`config.mk`:
```
export PLATFORM = sky130hd
export DESIGN_NAME = spindle_scheduler_flat
export DESIGN_NICKNAME = d
export VERILOG_FILES = /design/src/rtl/spindle_core_if.sv /design/src/rtl/spindle_scheduler.sv /design/src/flat_wrapper.sv
export SDC_FILE = /design/constraint.sdc
export NUM_CORES = 1
export LEC_CHECK = 0
export CORE_ASPECT_RATIO = 0.9
export CORE_UTILIZATION = 50
export CTS_BUF_LIST = sky130_fd_sc_hd__clkbuf_8 sky130_fd_sc_hd__clkbuf_16
export DETAILED_ROUTE_END_ITERATION = 8
export PLACE_DENSITY = 0.9
export SETUP_SLACK_MARGIN = 0.15
export SYNTH_ARGS = -nofsm -noshare
export SYNTH_HDL_FRONTEND = slang
export SYNTH_SLANG_ARGS = --single-unit
```
`constraint.sdc`:
```
create_clock -name clk -period 6.5 [get_ports clk]
set_clock_uncertainty 0.2 [all_clocks]
set_input_delay 1.3 -clock clk [delete_from_list [all_inputs] [get_ports clk]]
set_output_delay 1.3 -clock clk [all_outputs]
set_load 0.05 [all_outputs]
```
`src/rtl/spindle_core_if.sv`:
```
// spindle_core_if: request/response handshake between the scheduler and the shared spindle core
//   master (scheduler): drives core_start, core_chan, core_lce; receives core_done, core_ia, core_ii
//   slave  (core)     : the reverse direction
interface spindle_core_if #(parameter int CW = 3);
  logic          core_start;
  logic [CW-1:0] core_chan;
  logic [31:0]   core_lce;
  logic          core_done;
  logic [31:0]   core_ia;
  logic [31:0]   core_ii;
  modport master(output core_start, core_chan, core_lce, input core_done, core_ia, core_ii);
  modport slave(input core_start, core_chan, core_lce, output core_done, core_ia, core_ii);
endinterface

```
`src/rtl/spindle_scheduler.sv`:
```
// spindle_scheduler: time-multiplexes one shared spindle core across NCH muscle channels per tick
//   clk, reset (async active-low); tick/chan_en/lce_in start a frame from a snapshot;
//   core (master modport) issues one request per enabled channel; fr_ia_out/fr_ii_out hold
//   per-channel results; frame_done/busy/frame_cnt report progress; overrun/timeout_err are sticky.
module spindle_scheduler #(
  parameter int NCH     = 2,
  parameter int TIMEOUT = 1023,
  parameter int CW      = 3
) (
  input  logic              clk,
  input  logic              reset,
  input  logic              tick,
  input  logic [NCH-1:0]    chan_en,
  input  logic [NCH*32-1:0] lce_in,
  spindle_core_if.master    core,
  output logic [NCH*32-1:0] fr_ia_out,
  output logic [NCH*32-1:0] fr_ii_out,
  output logic              frame_done,
  output logic              busy,
  output logic              overrun,
  output logic              timeout_err,
  output logic [31:0]       frame_cnt
);
  localparam int TW = $clog2(TIMEOUT + 1);
  typedef enum logic [2:0] {IDLE, SCAN, ISSUE, WAIT, DONE} state_t;
  state_t            r_state;
  logic [CW:0]       r_ch;
  logic [NCH-1:0]    r_en;
  logic [31:0]       r_lce_q [NCH];
  logic [TW-1:0]     r_cnt;
  logic              r_start, r_fdone, r_busy, r_ovr, r_to;
  logic [31:0]       r_lce, r_fcnt;
  logic [NCH*32-1:0] r_ia, r_ii;
  logic              w_en;
  logic [31:0]       w_lce;
  always_comb begin
    w_en  = 1'b0;
    w_lce = '0;
    for (int i = 0; i < NCH; i++)
      if (r_ch == (CW+1)'(i)) begin
        w_en  = r_en[i];
        w_lce = r_lce_q[i];
      end
  end
  always_ff @(posedge clk or negedge reset)
    if (!reset) begin
      r_state <= IDLE;
      r_ch    <= '0;
      r_en    <= '0;
      for (int i = 0; i < NCH; i++) r_lce_q[i] <= '0;
      r_cnt   <= '0;
      r_start <= 1'b0;
      r_fdone <= 1'b0;
      r_busy  <= 1'b0;
      r_ovr   <= 1'b0;
      r_to    <= 1'b0;
      r_lce   <= '0;
      r_fcnt  <= '0;
      r_ia    <= '0;
      r_ii    <= '0;
    end else begin
      r_start <= 1'b0;
      r_fdone <= 1'b0;
      // any tick outside IDLE (DONE included) is dropped and flagged
      if (tick && r_state != IDLE) r_ovr <= 1'b1;
      case (r_state)
        IDLE: if (tick) begin
          r_en <= chan_en;
          for (int i = 0; i < NCH; i++) r_lce_q[i] <= lce_in[32*i +: 32];
          r_ch    <= '0;
          r_busy  <= |chan_en;
          r_state <= |chan_en ? SCAN : DONE;
          r_fdone <= ~|chan_en;
          r_fcnt  <= r_fcnt + {31'd0, ~|chan_en};
        end
        SCAN: if (r_ch >= (CW+1)'(NCH)) begin
          r_state <= DONE;
          r_busy  <= 1'b0;
          r_fdone <= 1'b1;
          r_fcnt  <= r_fcnt + 32'd1;
        end else if (!w_en) r_ch <= r_ch + 1'b1;
        else begin
          r_state <= ISSUE;
          r_start <= 1'b1;
          r_lce   <= w_lce;
        end
        ISSUE: begin
          r_cnt   <= '0;
          r_state <= WAIT;
        end
        WAIT: if (core.core_done) begin
          for (int i = 0; i < NCH; i++)
            if (r_ch == (CW+1)'(i)) begin
              r_ia[32*i +: 32] <= core.core_ia;
              r_ii[32*i +: 32] <= core.core_ii;
            end
          r_ch    <= r_ch + 1'b1;
          r_state <= SCAN;
        end else if (r_cnt == TW'(TIMEOUT - 1)) begin
          r_to    <= 1'b1;
          r_ch    <= r_ch + 1'b1;
          r_state <= SCAN;
        end else r_cnt <= r_cnt + 1'b1;
        default: r_state <= IDLE;
      endcase
    end
  assign core.core_start = r_start;
  assign core.core_chan  = r_ch[CW-1:0];
  assign core.core_lce   = r_lce;
  assign fr_ia_out       = r_ia;
  assign fr_ii_out       = r_ii;
  assign frame_done      = r_fdone;
  assign busy            = r_busy;
  assign overrun         = r_ovr;
  assign timeout_err     = r_to;
  assign frame_cnt       = r_fcnt;
endmodule

```
`src/flat_wrapper.sv`:
```
// flat-port wrapper written by rule: the top's interface ports become plain ports
module spindle_scheduler_flat 
#(
  parameter int NCH     = 2,
  parameter int TIMEOUT = 1023,
  parameter int CW      = 3
)
  (clk, reset, tick, chan_en, lce_in, fr_ia_out, fr_ii_out, frame_done, busy, overrun, timeout_err, frame_cnt, core_core_start, core_core_chan, core_core_lce, core_core_done, core_core_ia, core_core_ii);
  spindle_core_if #(.CW(CW)) core_i ();
  input  logic clk;
  input  logic reset;
  input  logic tick;
  input  logic [NCH-1:0] chan_en;
  input  logic [NCH*32-1:0] lce_in;
  output logic [NCH*32-1:0] fr_ia_out;
  output logic [NCH*32-1:0] fr_ii_out;
  output logic frame_done;
  output logic busy;
  output logic overrun;
  output logic timeout_err;
  output logic [31:0] frame_cnt;
  output wire logic [$bits(core_i.core_start)-1:0] core_core_start;
  output wire logic [$bits(core_i.core_chan)-1:0] core_core_chan;
  output wire logic [$bits(core_i.core_lce)-1:0] core_core_lce;
  input wire logic [$bits(core_i.core_done)-1:0] core_core_done;
  input wire logic [$bits(core_i.core_ia)-1:0] core_core_ia;
  input wire logic [$bits(core_i.core_ii)-1:0] core_core_ii;
  assign core_core_start = core_i.core_start;
  assign core_core_chan = core_i.core_chan;
  assign core_core_lce = core_i.core_lce;
  assign core_i.core_done = core_core_done;
  assign core_i.core_ia = core_core_ia;
  assign core_i.core_ii = core_core_ii;
  spindle_scheduler #(.NCH(NCH), .TIMEOUT(TIMEOUT), .CW(CW)) u_core (.clk(clk), .reset(reset), .tick(tick), .chan_en(chan_en), .lce_in(lce_in), .core(core_i), .fr_ia_out(fr_ia_out), .fr_ii_out(fr_ii_out), .frame_done(frame_done), .busy(busy), .overrun(overrun), .timeout_err(timeout_err), .frame_cnt(frame_cnt));
endmodule
```
== Word level (Yosys, flattened, before mapping) ==
Cells that the tools add are included.

* Bits in registers: 280
* Output and inout port bits: 200

* Add/sub/neg operators: 4
* $lt $le $gt $ge: 1
* Eq/ne operators: 13
* Mux-type cells: 32
* Bitwise logic cells: 2
* Reduce and logical (&&, ||, !) cells: 18

{| class="wikitable"
|+ Operator list
! cell !! count
|-
| 32-bit two-way mux || 4
|-
| 32-bit case mux with 2 select lines || 1
|-
| 32-bit by 1-bit adder with 32-bit output || 1
|-
| 32-bit by 1-bit adder with 32-bit output (second input constant) || 1
|-
| 3-bit AND reduction || 7
|-
| 10-bit two-way mux || 2
|-
| 4-bit two-way mux || 5
|-
| 10-bit case mux with 2 select lines || 1
|-
| 3-bit two-way mux || 6
|-
| 3-bit case mux with 4 select lines || 1
|-
| 4-bit case mux with 3 select lines || 1
|-
| 10-bit by 1-bit adder with 10-bit output (second input constant) || 1
|-
| 10-bit == test (second input constant) || 1
|-
| 2-bit inequality test (second input constant) || 5
|-
| 1-bit two-way mux || 9
|-
| 3-bit by 2-bit == test with 1-bit output (second input constant) || 2
|-
| 3-bit nonzero test || 2
|-
| 5-bit AND reduction || 1
|-
| 4-bit by 1-bit adder with 4-bit output (second input constant) || 1
|-
| 4-bit by 1-bit == test with 1-bit output (second input constant) || 1
|-
| 4-bit by 2-bit greater-or-equal comparator with 1-bit output (second input constant) || 1
|-
| 4-bit zero test || 1
|-
| 1-bit case mux with 2 select lines || 2
|-
| 2-bit nonzero test || 2
|-
| 10 further kinds || 11
|}

== Depth between registers and ports, before layout ==
* Word-level depth: 6
* Gate-level depth with buffers: 9
* Depth with buffers taken out: 7

== Worst setup path before layout ==
OpenSTA, ideal clock, no wires.

* Path type: input-to-reg
* Start: input tick
* End: register u_core.r_fcnt[12] (netlist: u_core.frame_cnt[12])
* Library setup time: 0.142 ns
* Arrival: 2.520 ns
* Required time: 6.158 ns
* Path slack: 3.639 ns
* Stages on the path: 6
* Buffers on the path: 1
* Path through: nor4b_2 -> o21bai_2 -> buf_6 -> and3_1 -> nand4_1 -> xnor2_1

* Longest elaborated chain between the ends: 2

{| class="wikitable"
|+ Ends and longest elaborated chain
! item !! line !! text
|-
| start: declaration || flat_wrapper.sv:12 || <nowiki>input logic tick;</nowiki>
|-
| 2-bit inequality test (no line) || - ||
|-
| 3-bit AND reduction (no line) || - ||
|-
| end signal: assignment || spindle_scheduler.sv:74 || <nowiki>r_fcnt <= r_fcnt + {31'd0, ~|chan_en};</nowiki>
|-
| end signal: assignment || spindle_scheduler.sv:80 || <nowiki>r_fcnt <= r_fcnt + 32'd1;</nowiki>
|-
| end: declaration || spindle_scheduler.sv:32 || <nowiki>logic [31:0] r_lce, r_fcnt;</nowiki>
|}

No other way between the ends.
A chain may end at the register's enable or synchronous reset.

== Worst setup path after layout ==
* Start: input tick
* End: register u_core.r_fcnt[29] (netlist: u_core.frame_cnt[29])

The elaborated chain is that of the path after synthesis.

==> flow_metrics.tcl <==
set metrics [dict create \
    drt-total-wl_um 28000 \
    finalCriticalPeriod_ps 3690 \
    die_h_um 145 \
    setup-tns-final_ps 0 \
    postLayoutCoreUtil_pct 72.5 \
    fin_area_um2 15900 \
    fin_nets 1281 \
    die_area_um2 23200 \
    grt_overflow 0 \
    ys_ff_latch 280 \
    end_kind "flip-flop" \
    place.gp.congestion 0.790 \
    cts_max_level 1 \
    p_int_uw 5300 \
    start_util_pct 51.6 \
    outcome "complete, no violations" \
    clkTransAtPathRegs_ps 60 \
    rsz0062_at_grt "false" \
    yosysSeqAreaShare_pct 62.1 \
    final_common_cell "clkdlybuf4s50_1" \
    critPathMaxStageDelay_ps 710 \
    synth_top_area_share_pct 62.1 \
    cp-start-kind "input pin" \
    comb_power_share_pct 49.7 \
    synth_edf_count 0 \
    ys_types 49 \
    hp-class "flip-flop to flip-flop" \
    holdBufCountCts 0 \
    placed_area_um2 14900 \
    grt_max_degree 145 \
    antenna_found_initial 0 \
    synthesis.area_um2 11300 \
    worst-path-max-fanout 70 \
    final-seq-area_um2 7010 \
    path_class "input pin to flip-flop" \
    multi_input_comb_area_um2 4040 \
    core_area_um2 21900 \
    post-route-period-util_pct 56.8 \
    drc_errors 0 \
    p_per_area_nw_per_um2 589 \
    cts_tree "done" \
    dr.pass1.iters 4 \
    relSlewSlack_pct 30.1 \
    num_antenna_cells 0 \
    async_flop_share_pct 100 \
    routed_via_density 5.39 \
    synth_fp_nets 955 \
    track_usage_pct 23.6 \
    drive_above_1_share_pct 19.5 \
    ir_drop_mv 0.354 \
    worstSkewPairLatency_ps 540 \
    worst_pin_slew_ps 1050 \
    hold_violations 0 \
    chipWidth_um 160 \
    slowest_stage "buf_4" \
    swShare_pct 43.4 \
    cts_root_buf "clkbuf_16" \
    yosys.area.top_type "dfrtp_1" \
    cts_setup_buffers 0 \
    grt_pass1_wl_um 43200 \
    p_clk_share_pct 18.5 \
    final_antenna_net_count 0 \
    yosys_warnings 0 \
    seq_power_share_pct 31.9 \
    ctsResizeCount 0 \
    finalSetupViolations 0 \
    crit_required_ps 6750 \
    vias 7809 \
    grt_pass1_vias 8101 \
    numClockSinks 280 \
    p_switching_uw 4050 \
    hold_slack_ps 279 \
    io_buffers 333 \
    tritoncts.num_buffers 30 \
    routedWlPerCell_um 19.3 \
    arrival_ps 3940 \
    fill_cells 1432 \
    post-dp-hpwl_um 18700 \
    crit_chain "clkdlybuf4s50_1, nor4b_4, buf_4, o21bai_2, nand3_4, nor3_1, xor2_1" \
    maxSlewViolCount 0 \
    avgSynthCellArea_um2 13.9 \
    final_cell_mix "332 x clkdlybuf4s50_1, 280 x dfrtp_1, 155 x mux2_2" \
    max_freq_ghz 0.271 \
    drv_cap 0 \
    clockBufferDepth 3 \
    synthTopCellsByArea "dfrtp_1 62%, mux2_2 15%, mux2_1 4.1%, a22oi_1 2.2%, nor2_1 1.7%" \
    synthesis.instances 813 \
    ys.flop_type "dfrtp_1" \
    syn2layout_area_growth_pct 40.6 \
    power.leakage_uw 0.00685 \
    io_pins 334 \
    rows 51 \
    drt_iter0_drc 449 \
]
==> state kept, by name, summed over array words and instances (netlist names), 2 cells and up <==
register	count
u_core.fr_ia_out	64
u_core.fr_ii_out	64
u_core.r_lce_q	64
u_core.core.core_lce	32
u_core.frame_cnt	32
u_core.r_cnt	10
u_core.r_ch	4
u_core.r_state	3
u_core.r_en	2
==> stage by stage <==
stage | worst slack [ps] | cells | power (µW)
finish | 2810 | 1449 | 9350
global route | 2590 | 1449 | 9750
CTS | 2810 | 1449 | 9410
detailed placement | 2220 | 1398 | 7630
global placement | 2340 | 1398 | 7500
floorplan | 3640 | 813 | 6030
==> synth_stat cells, types with 15 or more instances <==
| cell type | number |
|---|---|
| a21oi_1 | 36 |
| mux2_2 | 155 |
| xnor2_1 | 18 |
| nand3_1 | 19 |
| nor2_1 | 51 |
| a22oi_1 | 33 |
| dfrtp_1 | 280 |
| xor2_1 | 18 |
| nor3_1 | 18 |
| nand2_1 | 15 |
| buf_2 | 24 |
| mux2_1 | 41 |
==> cell type report <==
cell class | instances | share of cell area, %
clock buffer | 42 | 5.84
inverter | 14 | 0.331
tap | 291 | 2.29
clock inverter | 9 | 0.568
multi-input combinational | 475 | 25.5
sequential | 280 | 44.2
timing repair buffer | 338 | 21.4
==> power groups by stage <==
stage	Combinational [µW]	Sequential, µW	Clock, µW
final	4640	2980	1730
after global routing	4860	3070	1820
after CTS	4680	2980	1750
after detailed placement	4650	2980	0
after global placement	4560	2930	0
after floorplan	1290	4740	0
==> kinds of logic (layout without fill, tap and decap cells) <==
| group | after synthesis | after routing | share of synthesized area (%) |
|---|---|---|---|
| AO/OA/AOI/OAI | 90 | 90 | 5.09 |
| XOR/XNOR | 36 | 36 | 2.79 |
| adder cells (fa/ha/maj) | 8 | 8 | 0.887 |
| buffers and inverters | 58 | 403 | 2.43 |
| flip-flops | 280 | 280 | 62.1 |
| multiplexers | 197 | 197 | 19.6 |
| AND/OR/NAND/NOR | 144 | 144 | 7.06 |
==> layer usage <==
metal	vias to the layer above	track usage, %	wire, µm
met2	266	41.5	14100
li1	3541	-	-
met4	0	5.86	601
met5	-	0	0
met1	3956	28.6	11100
met3	46	7.05	2170
==> worst paths after layout <==
check / startpoint / to / slack [ps] / depth (start not counted)
worst min register to register: u_core.timeout_err / u_core.timeout_err / 280 / 1
max in group asynchronous: reset / u_core.frame_cnt[23] / 4150 / 2
worst min-delay path: u_core.timeout_err / u_core.timeout_err / 280 / 1
worst max-delay path: tick / u_core.frame_cnt[29] / 2810 / 7
worst max register to register: u_core.r_state[2] / u_core.frame_cnt[29] / 3460 / 6
min in group asynchronous: reset / u_core.fr_ii_out[19] / 650 / 1
==> worst max-delay path: cells and delay by family <==
kind                      cells  cell delay [ps]
and+or+nand+nor               3              750
buffers and inverters         2             1230
xor gates and xnor gates      1              210
AOI/OAI and AO/OA             1              430
(Power assumes the default switching activity.)
